===== src/rtl/auth_ctrl_pkg.sv =====
// auth_ctrl_pkg: shared state encoding, default timing constants and comparator idle key
package auth_ctrl_pkg;

    typedef enum logic [1:0] {IDLE, CHECK, GRANT, LOCKOUT} state_t;

    localparam int DEF_MAX_FAILS      = 3;
    localparam int DEF_LOCKOUT_CYCLES = 1024;
    localparam int DEF_GRANT_CYCLES   = 256;

    localparam logic [7:0] CMP_KEY_IDLE = 8'h00;

    // Width needed to hold the larger of the two window lengths minus one.
    function automatic int timer_width(input int a, input int b);
        int m;
        m = (a > b) ? a : b;
        return (m > 1) ? $clog2(m) : 1;
    endfunction

endpackage


===== src/rtl/auth_cycle_timer.sv =====
// auth_cycle_timer: loadable down-counter shared by the grant and lockout windows
//   clk, rst_n  : clock, asynchronous active-low reset
//   i_load      : load i_load_val (has priority over i_en)
//   i_load_val  : value loaded on i_load
//   i_en        : decrement by one, saturating at zero
//   o_zero      : counter is zero
module auth_cycle_timer #(
    parameter int W = 10
) (
    input  logic         clk,
    input  logic         rst_n,
    input  logic         i_load,
    input  logic [W-1:0] i_load_val,
    input  logic         i_en,
    output logic         o_zero
);

    logic [W-1:0] r_count;

    always_ff @(posedge clk or negedge rst_n) begin
        if (!rst_n)
            r_count <= '0;
        else if (i_load)
            r_count <= i_load_val;
        else if (i_en && r_count != '0)
            r_count <= r_count - W'(1);
    end

    assign o_zero = (r_count == '0);

endmodule


===== src/rtl/auth_attempt_controller.sv =====
// auth_attempt_controller: sequences key attempts into the comparator, grants a bounded window or counts failures and locks out
//   clk, rst_n        : clock, asynchronous active-low reset
//   i_attempt_valid   : key attempt presented; o_attempt_ready high only in IDLE
//   i_attempt_key     : attempted key, driven onto o_cmp_key for exactly one cycle
//   i_cmp_match       : comparator result, sampled during CHECK
//   i_relock          : ends an active grant early
//   o_granted/o_locked: access window / lockout active
//   o_auth_ok/o_auth_fail : one-cycle result pulses
//   o_fail_count      : consecutive failures
module auth_attempt_controller
    import auth_ctrl_pkg::*;
#(
    parameter int MAX_FAILS      = DEF_MAX_FAILS,
    parameter int LOCKOUT_CYCLES = DEF_LOCKOUT_CYCLES,
    parameter int GRANT_CYCLES   = DEF_GRANT_CYCLES,
    parameter int FAIL_W         = $clog2(MAX_FAILS + 1)
) (
    input  logic              clk,
    input  logic              rst_n,
    input  logic              i_attempt_valid,
    input  logic [7:0]        i_attempt_key,
    output logic              o_attempt_ready,
    output logic [7:0]        o_cmp_key,
    input  logic              i_cmp_match,
    input  logic              i_relock,
    output logic              o_granted,
    output logic              o_locked,
    output logic              o_auth_ok,
    output logic              o_auth_fail,
    output logic [FAIL_W-1:0] o_fail_count
);

    localparam int TW = timer_width(LOCKOUT_CYCLES, GRANT_CYCLES);

    state_t            r_state, w_state_nxt;
    logic [7:0]        r_cmp_key, w_cmp_key_nxt;
    logic              r_granted, w_granted_nxt;
    logic              r_locked, w_locked_nxt;
    logic              r_auth_ok, w_auth_ok_nxt;
    logic              r_auth_fail, w_auth_fail_nxt;
    logic [FAIL_W-1:0] r_fail_count, w_fail_count_nxt;
    logic [FAIL_W-1:0] w_fail_inc;
    logic              w_load, w_en, w_timer_zero;
    logic [TW-1:0]     w_load_val;

    assign w_fail_inc = r_fail_count + FAIL_W'(1);

    auth_cycle_timer #(.W(TW)) u_timer (
        .clk        (clk),
        .rst_n      (rst_n),
        .i_load     (w_load),
        .i_load_val (w_load_val),
        .i_en       (w_en),
        .o_zero     (w_timer_zero)
    );

    always_ff @(posedge clk or negedge rst_n) begin
        if (!rst_n) begin
            r_state      <= IDLE;
            r_cmp_key    <= CMP_KEY_IDLE;
            r_granted    <= 1'b0;
            r_locked     <= 1'b0;
            r_auth_ok    <= 1'b0;
            r_auth_fail  <= 1'b0;
            r_fail_count <= '0;
        end else begin
            r_state      <= w_state_nxt;
            r_cmp_key    <= w_cmp_key_nxt;
            r_granted    <= w_granted_nxt;
            r_locked     <= w_locked_nxt;
            r_auth_ok    <= w_auth_ok_nxt;
            r_auth_fail  <= w_auth_fail_nxt;
            r_fail_count <= w_fail_count_nxt;
        end
    end

    // The key defaults back to the idle value every cycle, so it only
    // reaches the comparator during the single CHECK cycle.
    always_comb begin
        w_state_nxt      = r_state;
        w_cmp_key_nxt    = CMP_KEY_IDLE;
        w_granted_nxt    = r_granted;
        w_locked_nxt     = r_locked;
        w_auth_ok_nxt    = 1'b0;
        w_auth_fail_nxt  = 1'b0;
        w_fail_count_nxt = r_fail_count;
        w_load           = 1'b0;
        w_load_val       = '0;
        w_en             = 1'b0;
        case (r_state)
            IDLE: begin
                if (i_attempt_valid) begin
                    w_cmp_key_nxt = i_attempt_key;
                    w_state_nxt   = CHECK;
                end
            end
            CHECK: begin
                w_load = 1'b1;
                if (i_cmp_match) begin
                    w_auth_ok_nxt    = 1'b1;
                    w_fail_count_nxt = '0;
                    w_load_val       = TW'(GRANT_CYCLES - 1);
                    w_granted_nxt    = 1'b1;
                    w_state_nxt      = GRANT;
                end else begin
                    w_auth_fail_nxt = 1'b1;
                    if (w_fail_inc == FAIL_W'(MAX_FAILS)) begin
                        w_fail_count_nxt = FAIL_W'(MAX_FAILS);
                        w_load_val       = TW'(LOCKOUT_CYCLES - 1);
                        w_locked_nxt     = 1'b1;
                        w_state_nxt      = LOCKOUT;
                    end else begin
                        w_fail_count_nxt = w_fail_inc;
                        w_state_nxt      = IDLE;
                    end
                end
            end
            GRANT: begin
                if (i_relock || w_timer_zero) begin
                    w_granted_nxt = 1'b0;
                    w_state_nxt   = IDLE;
                end else begin
                    w_en = 1'b1;
                end
            end
            LOCKOUT: begin
                if (w_timer_zero) begin
                    w_locked_nxt     = 1'b0;
                    w_fail_count_nxt = '0;
                    w_state_nxt      = IDLE;
                end else begin
                    w_en = 1'b1;
                end
            end
            default: w_state_nxt = IDLE;
        endcase
    end

    assign o_attempt_ready = (r_state == IDLE);
    assign o_cmp_key       = r_cmp_key;
    assign o_granted       = r_granted;
    assign o_locked        = r_locked;
    assign o_auth_ok       = r_auth_ok;
    assign o_auth_fail     = r_auth_fail;
    assign o_fail_count    = r_fail_count;

endmodule


===== config.mk =====
export PLATFORM = sky130hd
export DESIGN_NAME = auth_attempt_controller
export DESIGN_NICKNAME = d
export VERILOG_FILES = /design/src/rtl/auth_ctrl_pkg.sv /design/src/rtl/auth_cycle_timer.sv /design/src/rtl/auth_attempt_controller.sv
export SDC_FILE = /design/constraint.sdc
export NUM_CORES = 1
export LEC_CHECK = 0
export CAP_MARGIN = 10
export CELL_PAD_IN_SITES_DETAIL_PLACEMENT = 1
export CELL_PAD_IN_SITES_GLOBAL_PLACEMENT = 1
export CORE_UTILIZATION = 25
export CTS_BUF_LIST = sky130_fd_sc_hd__clkbuf_8
export DETAILED_ROUTE_END_ITERATION = 10
export GPL_ROUTABILITY_DRIVEN = 0
export PLACE_DENSITY = 0.55
export SYNTH_ARGS = -nofsm -noshare
export SYNTH_HDL_FRONTEND = slang
export SYNTH_SLANG_ARGS = --single-unit
export TNS_END_PERCENT = 5

===== constraint.sdc =====
create_clock -name clk -period 2.7 [get_ports clk]
set_clock_uncertainty 0.1 [all_clocks]
set_input_delay 0.405 -clock clk [delete_from_list [all_inputs] [get_ports clk]]
set_output_delay 0.405 -clock clk [all_outputs]
set_load 0.05 [all_outputs]

# Yosys cells after proc, flatten, opt, wreduce, memory -nomap -nowiden
# Index checks and enable logic that the tools add are counted.
[totals]
reg_bits = 26
inputBits = 13
output_inout_bits = 15
wordCells = 63
[classes]
addsub = 2
n_eq_ne = 10
muxes = 31
n_reduce_logical = 12
[op_table]
columns = ["op", "n"]
rows = [
  ["2-to-1 mux 10 bit", 5],
  ["2-to-1 mux 8 bit", 2],
  ["2-to-1 mux 2 bit", 7],
  ["2-to-1 mux 1 bit", 12],
  ["!= test 2 bit, second input constant", 6],
  ["zero test 10 bit", 1],
  ["nonzero test 10 bit", 1],
  ["subtractor 10 x 1 -> 10 bit, second input constant", 1],
  ["case mux 2 bit (4 select lines)", 1],
  ["== test 2 bit, second input constant", 3],
  ["case mux 1 bit (2 select lines)", 3],
  ["AND reduction 3 bit", 2],
  ["nonzero test 2 bit", 3],
  ["case mux 2 bit (2 select lines)", 1],
  ["AND reduction 4 bit", 1],
  ["adder 2 x 1 -> 2 bit, second input constant", 1],
  ["== test 2 x 1 -> 1 bit, second input constant", 1],
  ["zero test 2 bit", 1],
  ["AND reduction 2 bit", 1],
  ["logical AND 1 bit", 1],
  ["logical OR 1 bit", 1],
]

# Depth between registers and ports, before layout
[depth]
word_depth = 7
depth_mapped = 7
depth_no_buf = 6

# Modules after synthesis
# From an unflattened synthesis, not the netlist that was laid out.
[hier_totals]
cells_unflattened = 121
hier_area_um2 = 1272.5
[by_module_without_submodules]
columns = ["module", "n_inst", "cells_per_inst", "area_per_inst_um2", "seq_area_each_um2"]
rows = [
  ["auth_attempt_controller", 1, 54, 650.6, 400.4],
  ["auth_cycle_timer", 1, 67, 621.8, 250.2],
]

# Worst setup path before layout
# Ideal clock, no wire load.
[synth_timing]
path_kind = "reg2reg"
from = "register r_fail_count[0], in the netlist o_fail_count[0]"
to = "register u_timer.r_count[0]"
setup_time_ns = 0.125
t_arrival_ns = 1.845
required_ns = 2.475
path_slack_ns = 0.630
path_stages_with_launch = 6
n_path_buf = 0
period_less_slack_ns = 2.070
cell_sequence = "dfrtp_1 inv_1 ha_1 nor3_1 a21oi_1 mux2_4"
[synth_between]
elab_chain_cells = 6
[synth_rtl]
columns = ["element", "line_no", "source"]
rows = [
  ["start: declaration", "auth_attempt_controller.sv:41", "logic [FAIL_W-1:0] r_fail_count, w_fail_count_nxt;"],
  ["start signal: assignment", "auth_attempt_controller.sv:73", "r_fail_count <= w_fail_count_nxt;"],
  ["adder 2 x 1 -> 2 bit", "auth_attempt_controller.sv:46", "assign w_fail_inc = r_fail_count + FAIL_W'(1);"],
  ["== test 2 bit", "auth_attempt_controller.sv:107", "if (w_fail_inc == FAIL_W'(MAX_FAILS)) begin"],
  ["2-to-1 mux 10 bit", "auth_attempt_controller.sv:107", ""],
  ["2-to-1 mux 10 bit", "auth_attempt_controller.sv:99", "if (i_cmp_match) begin"],
  ["2-to-1 mux 10 bit", "auth_attempt_controller.sv:90", "case (r_state)"],
  ["2-to-1 mux 10 bit", "auth_cycle_timer.sv:23", "else if (i_load)"],
  ["end signal: assignment", "auth_cycle_timer.sv:24", "r_count <= i_load_val;"],
  ["end signal: assignment", "auth_cycle_timer.sv:26", "r_count <= r_count - W'(1);"],
  ["end: declaration", "auth_cycle_timer.sv:18", "logic [W-1:0] r_count;"],
]
# Every way passes these cells.
# A chain may end at the register's enable or synchronous reset.

# Worst setup path after layout
[layout_timing]
from = "register r_state[1]"
to = "output port o_attempt_ready"
[layout_between]
elab_chain_cells = 1
[layout_rtl]
columns = ["element", "line_no", "source"]
rows = [
  ["start: declaration", "auth_attempt_controller.sv:35", "state_t r_state, w_state_nxt;"],
  ["start signal: assignment", "auth_attempt_controller.sv:67", "r_state <= w_state_nxt;"],
  ["zero test 2 bit", "auth_attempt_controller.sv:139", "assign o_attempt_ready = (r_state == IDLE);"],
  ["end: declaration", "auth_attempt_controller.sv:22", "output logic o_attempt_ready,"],
]
# Every way passes these cells.

==> results.py <==
metrics = {
    "logic_synthesis": {
        "synth_edf_count": 0,
        "ys_types": 40,
        "syn_area_um2": 1346,
        "syn_nets": 145,
        "yosysSeqAreaShare_pct": 48.33,
        "ys_ff_latch": 26,
        "yosys_warnings": 0,
        "ys.flop_type": "dfrtp_1",
        "async_reset_ff_share_pct": 100.0,
        "avgSynthCellArea_um2": 10.44,
        "syn_inst": 129,
    },
    "global_route": {
        "antenna_found_initial": 0,
        "grt_overflow": 0,
        "grt_pass1_vias": 1153,
        "grt_usage_pct": 12.87,
        "grt_max_degree": 27,
        "grt_first_pass_wirelength_um": 5568,
    },
    "timing": {
        "finalSetupViolations": 0,
        "finalSetupTns_ns": 0,
        "rsz0062_at_grt": "false",
        "period_minus_slack_ns": 2.275,
        "tightest_slew_ns": 0.5165,
        "period_share_pct": 84.26,
        "drv_slew": 0,
        "finalHoldViolations": 0,
        "slew_headroom_pct": 65.46,
        "max_freq_mhz": 439.6,
    },
    "placement": {
        "io_buffers": 27,
        "place_area_um2": 1699,
        "dp_hpwl_um": 2395,
    },
    "final_layout": {
        "finish.utilization_pct": 34.13,
        "antenna_cells": 0,
        "drive_gt1_share_pct": 13.92,
        "nNetsFinal": 175,
        "areaGrowthSynthToFinish_pct": 30.30,
        "final_cell_mix": "clkdlybuf4s50_1, dfrtp_1, nand2_1, a21oi_1, and3_1",
        "layout.cells.most_common": "clkdlybuf4s50_1",
        "final_cell_area_um2": 1754,
    },
    "worst_setup_path": {
        "critPathLaunchType": "flip-flop",
        "end_kind": "output port",
        "crit_type": "flip-flop to output port",
        "arrival_ns": 1.77,
        "reg2regPathDepth": 6,
        "r2r-end": "u_timer.r_count[8]",
        "r2r_start": "u_timer.r_count[0]",
        "reg2reg_setup_slack_ns": 0.65,
        "crit_fanout": 9,
        "critPathRequiredTime_ns": 2.19,
    },
    "clocking": {
        "clkLatencyLatePin_ns": 0.27,
        "clock-sinks": 26,
        "cts.repair_timing.setup_buffer_count": 0,
        "cts_buffers": 3,
        "cts_tree": "built",
        "clockBufferDepth": 2,
        "cts_resized": 0,
        "holdBufCountCts": 0,
        "clk_pin_slew_worst_paths_ns": 0.09,
        "cts.htree.levels": 1,
        "ctsRootBufferMaster": "clkbuf_8",
    },
    "die": {
        "initial_core_util_pct": 26.19,
        "die_area_um2": 5683,
        "pin_count": 28,
        "dieWidth_um": 75.39,
        "core_um2": 5140,
        "die_h_um": 75.39,
        "fp-row-count": 26,
    },
    "drt": {
        "wl_per_cell_um": 14.46,
        "drc": 0,
        "drt_wl_total_um": 3298,
        "drtAntennaViolNets": 0,
        "viasPerCell": 4.899,
        "dr.pass1.iters": 4,
        "drt_iter0_drc": 10,
        "vias": 1117,
    },
    "power": {
        "finalPower_w": 0.001943,
        "internal_power_w": 0.001067,
        "p_clk_share_pct": 13.2,
        "power.share.sequential_pct": 37.1,
        "swShare_pct": 45.09,
        "power_density_nw_per_um2": 1108,
        "p_sw_w": 0.0008761,
        "comb_power_share_pct": 49.7,
        "leakage_nw": 0.7742,
        "peakVddDrop_uv": 316.5,
    },
    "min_path": {
        "hold_path.class": "input pin to async pin",
    },
    "flow_run": {
        "drv_cap": 0,
    },
    "outcome": {
        "outcome": "complete, no violations",
    },
}
-- worst max-delay path: stages (launching register included) --
cell and delay, ns:
dfrtp_1 0.50, nor2_1 0.18, clkdlybuf4s50_1 0.82
-- sequential cells by signal (all words and copies together), names as in the netlist --
| name | count |
|---|---|
| o_auth_fail | 1 |
| o_cmp_key | 8 |
| o_locked | 1 |
| o_auth_ok | 1 |
| o_granted | 1 |
| o_fail_count | 2 |
| u_timer.r_count | 10 |
| r_state | 2 |
-- routing by layer --
metal	vias up	wire length [um]	track usage, %
li1	535	-	-
met1	563	1597	18.49
met2	17	1581	20.34
met3	2	110	2.778
met4	0	8	1.852
met5	-	0	0
-- area by class of cell --
type,count,area (um^2)
flip-flops and latches,26,650.6
well taps,70,87.58
repair buffers,31,300.3
clock buffers,4,55.05
fillers,619,3386
multi-input cells,92,641.9
inverters,5,18.77
-- metrics by stage --
stage / hold slack (ns) / cells / worst slack [ns]
after CTS: 0.4073 / 228 / 0.3952
after floorplan: 0.009409 / 129 / 0.6296
final: 0.3972 / 228 / 0.4250
after detailed placement: 0.4033 / 224 / 0.6921
after global routing: 0.4321 / 228 / 0.3372
after global placement: 0.3880 / 224 / 0.7028
-- power by group through the flow --
stage	sequential, W	combinational (W)	clock (W)
after floorplan	0.000816	0.000596	0
after global placement	0.000723	0.000969	0
after detailed placement	0.000726	0.000974	0
after CTS	0.000717	0.000977	0.000272
after global routing	0.000743	0.00107	0.000283
final	0.000720	0.000966	0.000257
-- Yosys cell counts (2+ instances only) --
| cell | n | area, um^2 |
|---|---|---|
| o21bai_1 | 2 | 15.01 |
| nand2_1 | 9 | 33.78 |
| dfrtp_1 | 26 | 650.6 |
| or3_1 | 2 | 12.51 |
| nand4_1 | 2 | 12.51 |
| o41ai_1 | 3 | 26.28 |
| inv_1 | 5 | 18.77 |
| o21ai_0 | 4 | 20.02 |
| and3_1 | 8 | 50.05 |
| nor2b_1 | 3 | 18.77 |
| a21oi_1 | 9 | 45.04 |
| buf_2 | 4 | 20.02 |
| a21o_1 | 3 | 22.52 |
| nand2b_1 | 3 | 18.77 |
| a31oi_1 | 6 | 37.54 |
| nor2_1 | 4 | 15.01 |
| o21a_1 | 2 | 15.01 |
| o31ai_1 | 3 | 22.52 |
| mux2_4 | 2 | 30.03 |
| a31o_2 | 4 | 35.03 |
| nor3_1 | 4 | 20.02 |
| ha_1 | 3 | 37.54 |
-- logic make-up (layout without fill, tap and decap cells) --
family	Yosys count	count (layout)	share of synthesized area, %
adder cells (fa/ha/maj)	3	3	2.788
multiplexers	2	2	2.231
AO/OA/AOI/OAI	42	42	21.38
buffers and inverters	11	40	3.996
AND/OR/NAND/NOR	45	45	21.28
flip-flops	26	26	48.33
-- worst max-delay path by stage --
stage	startpoint	to	slack [ns]	cells after the start
final	r_state[1]	o_attempt_ready	0.43	2
after global routing	r_state[1]	o_attempt_ready	0.34	2
after CTS	r_state[1]	o_attempt_ready	0.40	2
after detailed placement	u_timer.r_count[0]	u_timer.r_count[8]	0.69	6
after global placement	r_state[0]	o_attempt_ready	0.70	2
after floorplan	o_fail_count[0]	u_timer.r_count[0]	0.63	5
Power figures use the tool's default switching activity.
